--- src/rtl/phi2_bus_sequencer.sv ---
// ---------------------------------------------------------------------------
// phi2_bus_sequencer
//
// Converts each emulated 6502 bus cycle, delimited by the phi2 rise/fall
// pulses from the edge detector, into a single transaction on a synchronous
// memory port clocked by sys_clock. Bus-cycle timing violations are latched
// in sticky error flags until err_clear.
//
// Ports
//   sys_clock    system clock, all logic on posedge
//   reset        asynchronous active-high reset
//   phi2_rise    one-cycle pulse: phi2 rising edge (start of bus cycle)
//   phi2_fall    one-cycle pulse: phi2 falling edge (end of bus cycle)
//   cpu_addr     CPU address bus
//   cpu_rw       CPU direction, 1=read 0=write
//   cpu_wdata    CPU write data
//   cpu_rdata    registered read data returned to the CPU
//   mem_addr     registered memory address
//   mem_wdata    registered memory write data
//   mem_req      one-cycle transaction request strobe
//   mem_we       write enable, meaningful while mem_req=1
//   mem_rdata    memory read data, valid with mem_ready
//   mem_ready    memory transaction complete
//   cycle_done   one-cycle pulse after each completed bus cycle
//   err_clear    synchronous clear of the sticky error flags
//   late_err     sticky: phi2_fall came before the transaction finished
//   overrun_err  sticky: phi2_rise came while a bus cycle was in flight
//   timeout_err  sticky: mem_ready not seen within TIMEOUT cycles
// ---------------------------------------------------------------------------
module phi2_bus_sequencer #(
  parameter int ADDR_WIDTH = 16,
  parameter int DATA_WIDTH = 8,
  parameter int TIMEOUT    = 15
) (
  input  logic                  sys_clock,
  input  logic                  reset,
  input  logic                  phi2_rise,
  input  logic                  phi2_fall,
  input  logic [ADDR_WIDTH-1:0] cpu_addr,
  input  logic                  cpu_rw,
  input  logic [DATA_WIDTH-1:0] cpu_wdata,
  output logic [DATA_WIDTH-1:0] cpu_rdata,
  output logic [ADDR_WIDTH-1:0] mem_addr,
  output logic [DATA_WIDTH-1:0] mem_wdata,
  output logic                  mem_req,
  output logic                  mem_we,
  input  logic [DATA_WIDTH-1:0] mem_rdata,
  input  logic                  mem_ready,
  output logic                  cycle_done,
  input  logic                  err_clear,
  output logic                  late_err,
  output logic                  overrun_err,
  output logic                  timeout_err
);

  typedef enum logic [1:0] {
    IDLE = 2'd0,
    REQ  = 2'd1,
    WAIT = 2'd2,
    DONE = 2'd3
  } state_t;

  // The counter is sized for the largest legal TIMEOUT (255). Timeout fires
  // on the WAIT cycle whose increment would bring the count to TIMEOUT.
  localparam int              CNT_W        = 8;
  localparam logic [CNT_W-1:0] TIMEOUT_LAST = CNT_W'(TIMEOUT - 1);

  state_t                 state;
  state_t                 state_nxt;
  logic                   rw_q;
  logic [DATA_WIDTH-1:0]  hold_q;
  logic [CNT_W-1:0]       wait_cnt;

  logic sample_cpu;
  logic issue_req;
  logic cnt_clr;
  logic cnt_inc;
  logic cap_ready;
  logic cap_timeout;
  logic deliver;
  logic set_late;
  logic set_overrun;
  logic set_timeout;

  // State register
  always_ff @(posedge sys_clock or posedge reset) begin
    if (reset) begin
      state <= IDLE;
    end else begin
      state <= state_nxt;
    end
  end

  // Next-state and action decode
  always_comb begin
    state_nxt   = state;
    sample_cpu  = 1'b0;
    issue_req   = 1'b0;
    cnt_clr     = 1'b0;
    cnt_inc     = 1'b0;
    cap_ready   = 1'b0;
    cap_timeout = 1'b0;
    deliver     = 1'b0;
    set_late    = 1'b0;
    set_overrun = 1'b0;
    set_timeout = 1'b0;

    if (phi2_rise && phi2_fall) begin
      // Both edges in one sys_clock cycle: the bus cycle is meaningless,
      // flag both and drop everything without sampling.
      set_late    = 1'b1;
      set_overrun = 1'b1;
      state_nxt   = IDLE;
    end else begin
      case (state)
        IDLE: begin
          if (phi2_rise) begin
            sample_cpu = 1'b1;
            state_nxt  = REQ;
          end
        end
        REQ: begin
          if (phi2_rise) begin
            set_overrun = 1'b1;
            sample_cpu  = 1'b1;
            state_nxt   = REQ;
          end else if (phi2_fall) begin
            set_late  = 1'b1;
            state_nxt = IDLE;
          end else begin
            issue_req = 1'b1;
            cnt_clr   = 1'b1;
            state_nxt = WAIT;
          end
        end
        WAIT: begin
          if (phi2_rise) begin
            set_overrun = 1'b1;
            sample_cpu  = 1'b1;
            state_nxt   = REQ;
          end else if (phi2_fall) begin
            set_late  = 1'b1;
            state_nxt = IDLE;
          end else if (mem_ready) begin
            // mem_ready takes priority over a coincident timeout
            cap_ready = 1'b1;
            state_nxt = DONE;
          end else if (wait_cnt == TIMEOUT_LAST) begin
            set_timeout = 1'b1;
            cap_timeout = 1'b1;
            state_nxt   = DONE;
          end else begin
            cnt_inc = 1'b1;
          end
        end
        DONE: begin
          if (phi2_rise) begin
            set_overrun = 1'b1;
            sample_cpu  = 1'b1;
            state_nxt   = REQ;
          end else if (phi2_fall) begin
            deliver   = 1'b1;
            state_nxt = IDLE;
          end
        end
        default: state_nxt = IDLE;
      endcase
    end
  end

  // Registered datapath, memory strobes and sticky flags
  always_ff @(posedge sys_clock or posedge reset) begin
    if (reset) begin
      rw_q        <= 1'b0;
      hold_q      <= '0;
      wait_cnt    <= '0;
      cpu_rdata   <= '0;
      mem_addr    <= '0;
      mem_wdata   <= '0;
      mem_req     <= 1'b0;
      mem_we      <= 1'b0;
      cycle_done  <= 1'b0;
      late_err    <= 1'b0;
      overrun_err <= 1'b0;
      timeout_err <= 1'b0;
    end else begin
      if (sample_cpu) begin
        mem_addr  <= cpu_addr;
        mem_wdata <= cpu_wdata;
        rw_q      <= cpu_rw;
      end

      mem_req    <= issue_req;
      mem_we     <= issue_req & ~rw_q;
      cycle_done <= deliver;

      if (cnt_clr) begin
        wait_cnt <= '0;
      end else if (cnt_inc) begin
        wait_cnt <= wait_cnt + 1'b1;
      end

      if (cap_timeout) begin
        hold_q <= '1;
      end else if (cap_ready && rw_q) begin
        hold_q <= mem_rdata;
      end

      if (deliver && rw_q) begin
        cpu_rdata <= hold_q;
      end

      // A new error in the same cycle as err_clear survives the clear.
      late_err    <= set_late    | (late_err    & ~err_clear);
      overrun_err <= set_overrun | (overrun_err & ~err_clear);
      timeout_err <= set_timeout | (timeout_err & ~err_clear);
    end
  end

endmodule

--- config.mk ---
export PLATFORM = sky130hd
export DESIGN_NAME = phi2_bus_sequencer
export DESIGN_NICKNAME = d
export VERILOG_FILES = /design/src/rtl/phi2_bus_sequencer.sv
export SDC_FILE = /design/constraint.sdc
export NUM_CORES = 1
export LEC_CHECK = 0
export ABC_AREA = 1
export BUFFER_PORTS_ARGS = -buffer_cell sky130_fd_sc_hd__buf_2
export CORE_UTILIZATION = 56
export DETAILED_ROUTE_END_ITERATION = 6
export PLACE_DENSITY = 0.95
export SETUP_SLACK_MARGIN = 0.1
export SLEW_MARGIN = 20
export SYNTH_ARGS = -nofsm -noshare
export SYNTH_HDL_FRONTEND = slang
export SYNTH_SLANG_ARGS = --single-unit
--- constraint.sdc ---
create_clock -name sys_clock -period 3.45 [get_ports sys_clock]
set_input_delay 0.1725 -clock sys_clock [delete_from_list [all_inputs] [get_ports sys_clock]]
set_output_delay 0.1725 -clock sys_clock [all_outputs]
set_load 0.01 [all_outputs]
# [Word level (Yosys, flattened, before mapping)]
# Cells that the tools add are included.
[totals] regBits=57 latchBits=0 ramBits=0 romBits=0 inputBits=39 out_inout_bits=38 elab_cells=87 memories=0
[classes] addsub=1 multipliers=0 div_mod_pow=0 magnitude_cmp=0 n_eq_ne=7 shifts=0 muxes=47 bitwise_logic=9 reduce_logical=10
[ops] op="2-to-1 mux 1 bit" n=32
[ops] op="2-to-1 mux 8 bit" n=4
[ops] op="2-to-1 mux 2 bit" n=10
[ops] op="adder 8 x 1 -> 8 bit (second input constant)" n=1
[ops] op="== test 8 x 4 -> 1 bit (second input constant)" n=1
[ops] op="one-hot mux 2 bit (4 select lines)" n=1
[ops] op="inequality test 6 bit (second input constant)" n=1
[ops] op="AND 1 bit" n=4
[ops] op="== test 2 bit (second input constant)" n=2
[ops] op="inequality test 4 bit (second input constant)" n=1
[ops] op="nonzero test 2 bit" n=2
[ops] op="OR reduction 4 bit" n=1
[ops] op="logical AND 1 bit" n=3
[ops] op="inequality test 3 bit (second input constant)" n=1
[ops] op="OR 1 bit" n=3
[ops] op="AND reduction 3 bit" n=1
[ops] op="OR reduction 3 bit" n=1
[ops] op="== test 2 x 1 -> 1 bit (second input constant)" n=1
[ops] op="logical NOT 2 bit" n=1
[ops] op="NOT 1 bit" n=2
[ops] op="OR reduction 2 bit" n=1

# [Logic depth before layout (Yosys ltp)]
# Gate-level depths: netlist (run 1).
[logic_depth] depth_word=9 depth_mapped=8 ltp_nobuf=8

# [Worst setup path before layout (run 1)]
# No wires, ideal clock.
[synth_path] path_kind="reg-to-reg" from="reg state[0]" to="reg hold_q[4]" setup_time_ns=0.121 t_arrival_ns=1.232 t_required_ns=3.329 setup_slack_ns=2.098 path_stages_with_launch=7 path_buffers=1 synth_period_minus_slack_ns=1.352 path_cell_list="dfrtp_1 -> inv_1 -> ha_1 -> nand4_4 -> buf_6 -> o21ai_1 -> nand2_1"
[synth_via] elab_chain_len=5 word_cells_on_any_way=8 classes_between="eq/ne: 1; mux: 5; reduce/logical: 2"
[synth_rtl] item="start, declared" line_no="68" rtl="state_t state;"
[synth_rtl] item="start signal, assigned" line_no="90" rtl="state <= state_nxt;"
[synth_rtl] item="== test 2 bit (*)" line_no="115" rtl="case (state)"
[synth_rtl] item="2-to-1 mux 1 bit" line_no="115"
[synth_rtl] item="2-to-1 mux 1 bit" line_no="108" rtl="if (phi2_rise && phi2_fall) begin"
[synth_rtl] item="logical AND 1 bit" line_no="205" rtl="end else if (cap_ready && rw_q) begin"
[synth_rtl] item="nonzero test 2 bit (no source line)"
[synth_rtl] item="end signal, assigned" line_no="206" rtl="hold_q <= mem_rdata;"
[synth_rtl] item="end, declared" line_no="71" rtl="logic [DATA_WIDTH-1:0] hold_q;"
# Every way passes the cells marked *; elsewhere a longest branch is shown, timed or not.
# A chain may end at the register's enable or synchronous reset.

# [Worst setup path in the final report (run 1)]
[layout_path] from="reg state[0]" to="reg wait_cnt[5]"
[layout_via] elab_chain_len=4 word_cells_on_any_way=8 classes_between="eq/ne: 2; mux: 5; reduce/logical: 1"
[layout_rtl] item="== test 2 x 1 -> 1 bit / == test 2 bit (equally long branches)" line_no="115"
[layout_rtl] item="2-to-1 mux 1 bit" line_no="115"
[layout_rtl] item="2-to-1 mux 1 bit" line_no="108"
[layout_rtl] item="2-to-1 mux 8 bit / nonzero test 2 bit (equally long branches)"
[layout_rtl] item="end signal, assigned" line_no="200" rtl="wait_cnt <= wait_cnt + 1'b1;"
[layout_rtl] item="end, declared" line_no="72" rtl="logic [CNT_W-1:0] wait_cnt;"
# Parallel ways exist; a longest one is shown, timed or not.

==> results.cfg, run 1 <==
[run_status]
outcome = finished, violations left
violations = design-rule violations

[critical_path]
rr_worst_depth = 7
crit_type = flip-flop to flip-flop
path_cells = inv_1 > ha_1 > nand3b_4 > nor2_8 > nor2_8 > nand2_1 > nand2_1
path_max_fanout = 9
r2r_start = state[0]$_DFFE_PP0P_
slowest_delay_ns = 0.42
end_kind = flip-flop
reg2reg_slack_ns = 1.93
crit_buf_inv = 1
crit_slowest_cell = dfrtp_1
rr_endpoint = wait_cnt[5]$_DFFE_PP0P_
cp-start-kind = flip-flop
arrival_ns = 1.72
worst-endpoint-required_ns = 3.66
crit_family = simple AND/OR/NAND/NOR gates

[clocking]
cts_tree = done
ctsResizeCount = 0
insertion_delay_ns = 0.33
root_buffer = clkbuf_8
cts.sinks = 57
cts_buffers = 9
clk_pin_slew_ns = 0.06
clock_path_buffers = 2
htreeDepth = 3

[power]
p_per_area_nw_per_um2 = 564
ir_drop_mv = 0.484
p_leak_nw = 1.81

[detailed_routing]
drt_first_pass_iters = 6
wl_met1_um = 2260
antenna_left = 0
drc = 6
via_per_inst = 5.09
highest_layer = met4
route.met2.wl_um = 2760
wl_per_cell_um = 13.9
met3_length_um = 263
drt_iter0_markers = 105
vias = 1963
drt_wl_total_um = 5380

[finish]
area_growth_pct = 23.3
antenna_cells = 0
drive_gt1_share_pct = 40.1
fin_nets = 376
final_util_pct = 74.1

[yosys]
syn_area_per_cell_um2 = 10.9
syn_inst = 246
ys_ff_latch = 57
yosysUniqueCellTypes = 30
synth_top_flop_cell = dfrtp_1
yosysSeqAreaShare_pct = 53.1
syn_nets = 292
synth_edf_count = 0
yosysWarnings = 0
async_flop_share_pct = 100
synth.cell_area_um2 = 2690

[floorplanning]
coreArea_um2 = 4470
rows = 24
dieArea_um2 = 5080
start_util_pct = 60.1
die_w_um = 71.3
die_h_um = 71.3
io_pins = 77

[placed_design]
portBuffers = 76
place_congestion = 0.926
dp_slack_ns = 1.98
dp_hpwl_um = 3860

[grt]
antenna_found_initial = 0
grtUsageTotal_pct = 22.8
grt_max_degree = 37
grt_pass1_vias = 1984
grt_overflow = 0
grt_pass1_wl_um = 8810

[sta]
report.final.slew_viol_count = 0
fin_crit_sh_pct = 44.0
max_clock_freq_mhz = 659
grt_setup_unrepaired = false
slew_headroom_pct = 50.5
setup_viol = 0
fin_ws_ns = 1.93
worst_slew_pin_slew_ns = 0.741
finalSetupTns_ns = 0
skew_ns = 0.00929
finalHoldViolations = 0
min_period_ns = 1.52

[worst_hold_path]
min_path_type = input port to flip-flop
holdPathEnd = hold_q[7]$_DFFE_PP0P_
hold_depth = 3
timing.hold.worst.start = mem_rdata[7]

[flow_run]
max_cap_violations = 0
[cell usage in the layout (no fill, tap or decap), drive strengths merged]
cell	n
nand3	12
nor2	13
nand2	69
dfrtp	57
bufinv	1
dlygate4sd3	1
o21bai	1
xor2	3
ha	7
and3	1
a22oi	1
o211ai	1
nand4	4
clkbuf	13
nor3	2
mux2	25
clkinv	2
buf	77
inv	23
nand3b	2
o21ai	19
[worst max path at each step]
stage	to	startpoint	slack (ns)	cells past startpoint
CTS	wait_cnt[5]$_DFFE_PP0P_	state[0]$_DFFE_PP0P_	1.94	7
detailed placement	wait_cnt[0]$_DFFE_PP0P_	state[0]$_DFFE_PP0P_	1.98	7
finish	wait_cnt[5]$_DFFE_PP0P_	state[0]$_DFFE_PP0P_	1.93	7
global placement	wait_cnt[7]$_DFFE_PP0P_	state[0]$_DFFE_PP0P_	2.04	7
global route	hold_q[5]$_DFFE_PP0P_	state[0]$_DFFE_PP0P_	1.84	5
floorplan	cpu_rdata[0]$_DFFE_PP0P_	reset	1.88	1
[worst register-to-register path, delay by kind of cell (launching register included)]
| kind | cells | cell delay, ns |
|---|---|---|
| flops | 1 | 0.42 |
| simple gates | 5 | 0.53 |
| buf+inv | 1 | 0.14 |
| fa+ha+maj | 1 | 0.31 |
[cell families (layout without fill, tap and decap cells)]
kind of cell / Yosys count / count (layout) / share of synthesized area (%)
AO/OA/AOI/OAI: 22 / 22 / 4.52
adder cells (fa/ha/maj): 7 / 7 / 3.26
XOR/XNOR: 3 / 3 / 0.978
multiplexers: 25 / 25 / 13.3
flip-flops: 57 / 57 / 53.1
AND/OR/NAND/NOR: 103 / 103 / 19.6
buffers and inverters: 29 / 117 / 5.31
[power breakdown]
part | total [mW] | switching (mW) | internal, mW
combinational | 0.400 | 0.214 | 0.186
clock | 0.648 | 0.241 | 0.407
sequential | 0.823 | 0.0563 | 0.767
total | 1.87 | 0.511 | 1.36
[final cells by class]
type                            count  area [um2]
Inverter                           24        92.6
Multi-Input combinational cell    160        1120
Timing Repair Buffer               78         398
Sequential cell                    57        1430
Tap cell                           52        65.1
Clock inverter                      2        35.0
Clock buffer                       13         179
Fill cell                         316        1160
[synthesized netlist by cell type, types with 3 or more instances]
cell     instances  area (um2)
nand2_1         64         240
nor2_1           9        33.8
dfrtp_1         57        1430
mux2_4          20         300
buf_6            4        45.0
o21ai_1         16        80.1
nand3_1         12        60.1
xor2_1           3        26.3
inv_1           20        75.1
ha_1             7        87.6
nand2_2          3        18.8
mux2_2           5        56.3
nand4_1          3        18.8
[metrics by stage]
| stage | total power [mW] | hold WS (ns) | instances | area [um2] |
|---|---|---|---|---|
| 6_report | 1.87 | 0.0635 | 386 | 3310 |
| 5_1_grt | 1.96 | 0.0679 | 386 | 3310 |
| 4_1_cts | 1.88 | 0.0535 | 386 | 3310 |
| 3_5_place_dp | 1.23 | 0.340 | 370 | 3090 |
| 3_3_place_gp | 1.20 | 0.339 | 370 | 3090 |
| 2_1_floorplan | 1.08 | 0.297 | 246 | 2690 |
[state kept, by name (all words and copies together) (netlist names)]
name and flops:
cpu_rdata 8, cycle_done 1, hold_q 8, late_err 1, mem_addr 16, mem_req 1, mem_wdata 8, mem_we 1
overrun_err 1, rw_q 1, state 2, timeout_err 1, wait_cnt 8
[layer usage]
layer	vias up	GRT usage (%)
met2	62	37.7
met1	928	28.2
met5	-	0
li1	966	-
met4	0	9.78
met3	7	6.33
[what timing repair did]
action                                  in CTS  in global routing
setup buffers                                0                  0
hold buffers                                 1                  0
endpoints found under the setup margin       0                  0
hold endpoints to repair                    31                  0
No activity file was read; power rests on OpenSTA's default activity.
==> run 2, diff against run 1 <==
--- a/config.mk
+++ b/config.mk
@@ -7,9 +7,9 @@
 export LEC_CHECK = 0
 export ABC_AREA = 1
 export BUFFER_PORTS_ARGS = -buffer_cell sky130_fd_sc_hd__buf_2
-export CORE_UTILIZATION = 56
+export CORE_UTILIZATION = 47
 export DETAILED_ROUTE_END_ITERATION = 6
-export PLACE_DENSITY = 0.95
+export PLACE_DENSITY = 0.88
 export SETUP_SLACK_MARGIN = 0.1
 export SLEW_MARGIN = 20
 export SYNTH_ARGS = -nofsm -noshare
==> constraint.sdc (replaced) <==
create_clock -name sys_clock -period 1.2 [get_ports sys_clock]
set_input_delay 0.06 -clock sys_clock [delete_from_list [all_inputs] [get_ports sys_clock]]
set_output_delay 0.06 -clock sys_clock [all_outputs]
set_load 0.01 [all_outputs]
==> run 2 against run 1 <==
Against the previous run: the flow finishes with violations (design-rule violations, negative setup slack); wire length rose by 37%; count of clock-buffer cells in the layout is 2 lower; first-iteration DRC count rose by 26%; clock power grew to 2.9 times the previous value; sequential share of layout area down 7.4 points; critical path depth unchanged; global-route usage is 2.0 points higher; die area is 19% higher; cell count is 20% higher.
==> results.cfg, run 2 (synthesis gave the netlist of run 1 again) <==
[placed_design]
dp_slack_ns = -0.134
dp_hpwl_um = 4150
portBuffers = 76
dp.cells = 406
place_congestion = 0.855

[sta]
setup_viol = 27
report.final.slew_viol_count = 0
worst_slew_pin_slew_ns = 0.297
finalSetupTns_ns = -3.68
grt_setup_unrepaired = true
slew_headroom_pct = 80.2
finalHoldViolations = 0
fin_crit_sh_pct = 118
max_clock_freq_mhz = 706
skew_ns = 0.00763
min_period_ns = 1.42
fin_ws_ns = -0.216

[power]
total_power_mw = 5.78
p_leak_nw = 2.08
p_per_area_nw_per_um2 = 1440
ir_drop_mv = 1.06

[clocking]
cts_tree = done
clk_pin_slew_ns = 0.07
cts.sinks = 57
cts_buffers = 9
root_buffer = clkbuf_8
htreeDepth = 3
clock_path_buffers = 2
insertion_delay_ns = 0.34

[detailed_routing]
antenna_left = 0
wl_per_cell_um = 15.9
drt_wl_total_um = 7350
drt_first_pass_iters = 7
vias = 2369
drc = 2
via_per_inst = 5.12
drt_iter0_markers = 132

[finish]
final_util_pct = 72.7
final_cells = 463
area_growth_pct = 49.0
drive_gt1_share_pct = 44.8
seqCellArea_um2 = 1430
regMostFlops = mem_addr
multi_input_comb_area_um2 = 1240
fin_nets = 432
nFillCells = 334
antenna_cells = 0
mostFrequentLayoutCell = buf_2
largest_register_ffs = 16
final_cell_mix = buf_2, nand2_1, dfrtp_1, dlygate4sd3_1, mux2_4

[grt]
met3_usage_pct = 6.47
grt_pass1_wl_um = 11100
grt_pass1_vias = 2341
grt_use_met1_pct = 27.8
grt_use_met2_pct = 39.8
grt_max_degree = 47
grtUsageTotal_pct = 24.8
antenna_found_initial = 0
top_usage_layer = met2
grt_overflow = 0

[floorplanning]
start_util_pct = 48.8
rows = 27
coreArea_um2 = 5510
die_w_um = 77.6
die_h_um = 77.6
io_pins = 77
dieArea_um2 = 6020

[critical_path]
crit_slowest_cell = dfrtp_1
cp-start-kind = flip-flop
path_cells = inv_2 > ha_4 > nand3b_4 > nor2_8 > nor2_8 > nand2_1 > nand2_1
path_max_fanout = 8
worst-endpoint-required_ns = 1.43
slowest_delay_ns = 0.44
arrival_ns = 1.65
crit_type = flip-flop to flip-flop
end_kind = flip-flop

[flow_run]
max_cap_violations = 0

[run_status]
violations = design-rule violations, negative setup slack
outcome = finished, violations left

[worst_hold_path]
min_path_type = input port to flip-flop
[run 2: cell count changes in the layout (fill, tap and decap cells not counted), sizes merged]
cell and delta:
buf +21, inv -1, clkbuf -2, clkinv +3, clkinvlp +1, dlygate4sd3 +33
nand4 +1, nor2 +1
[run 2: path summary, 6_finish.rpt]
path | startpoint | end | slack [ns] | cells past startpoint
min in group asynchronous | reset | mem_addr[14]$_DFFE_PP0P_ | 0.24 | 3
min | err_clear | timeout_err$_DFF_PP0_ | 0.006 | 4
max reg2reg | state[0]$_DFFE_PP0P_ | wait_cnt[5]$_DFFE_PP0P_ | -0.22 | 7
max | state[0]$_DFFE_PP0P_ | wait_cnt[5]$_DFFE_PP0P_ | -0.22 | 7
min reg2reg | cpu_rdata[3]$_DFFE_PP0P_ | cpu_rdata[3]$_DFFE_PP0P_ | 0.48 | 2
max in group asynchronous | reset | mem_addr[5]$_DFFE_PP0P_ | 0.43 | 4
[run 2: worst max-delay path: cells and delay by family (launching register included)]
| kind | cells | cell delay, ns |
|---|---|---|
| buffers and inverters | 1 | 0.12 |
| adders and majority gates | 1 | 0.19 |
| and+or+nand+nor | 5 | 0.56 |
| DFF | 1 | 0.44 |
[run 2: layout make-up]
| cell class | instances | area share, % |
|---|---|---|
| sequential | 57 | 35.6 |
| timing repair buffer | 132 | 23.5 |
| inverter | 24 | 2.47 |
| tap | 72 | 2.25 |
| clock inverter | 5 | 1.34 |
| multi-input combinational | 162 | 31.1 |
| clock buffer | 11 | 3.78 |
[run 2: power breakdown]
| group | internal, mW | switching (mW) | leakage (nW) |
|---|---|---|---|
| logic | 0.778 | 0.775 | 1.28 |
| registers | 2.20 | 0.174 | 0.689 |
| clock network | 1.06 | 0.783 | 0.109 |
| total | 4.05 | 1.73 | 2.08 |
[run 2: per-layer routing]
| metal | routed length, um | vias up |
|---|---|---|
| li1 | - | 1087 |
| met1 | 2820 | 1141 |
| met2 | 3750 | 103 |
| met3 | 372 | 38 |
| met4 | 407 | 0 |
| met5 | 0 | - |
[run 2: metrics by stage]
step	cell area, um2	hold slack [ns]
floorplan	2720	0.147
global placement	3320	0.0257
detailed placement	3320	0.0309
CTS	3940	0.00321
global route	4000	0.0180
finish	4000	0.00597
[run 2: timing repair]
action / in CTS / in global routing
endpoints found under the setup margin: 28 / 31
resized for setup: 8 / 11
buffers inserted: 4 / 1
hold buffers: 34 / 0
endpoints found under the hold margin: 90 / 0
gates cloned: 1 / 1
pin swaps: 8 / 6
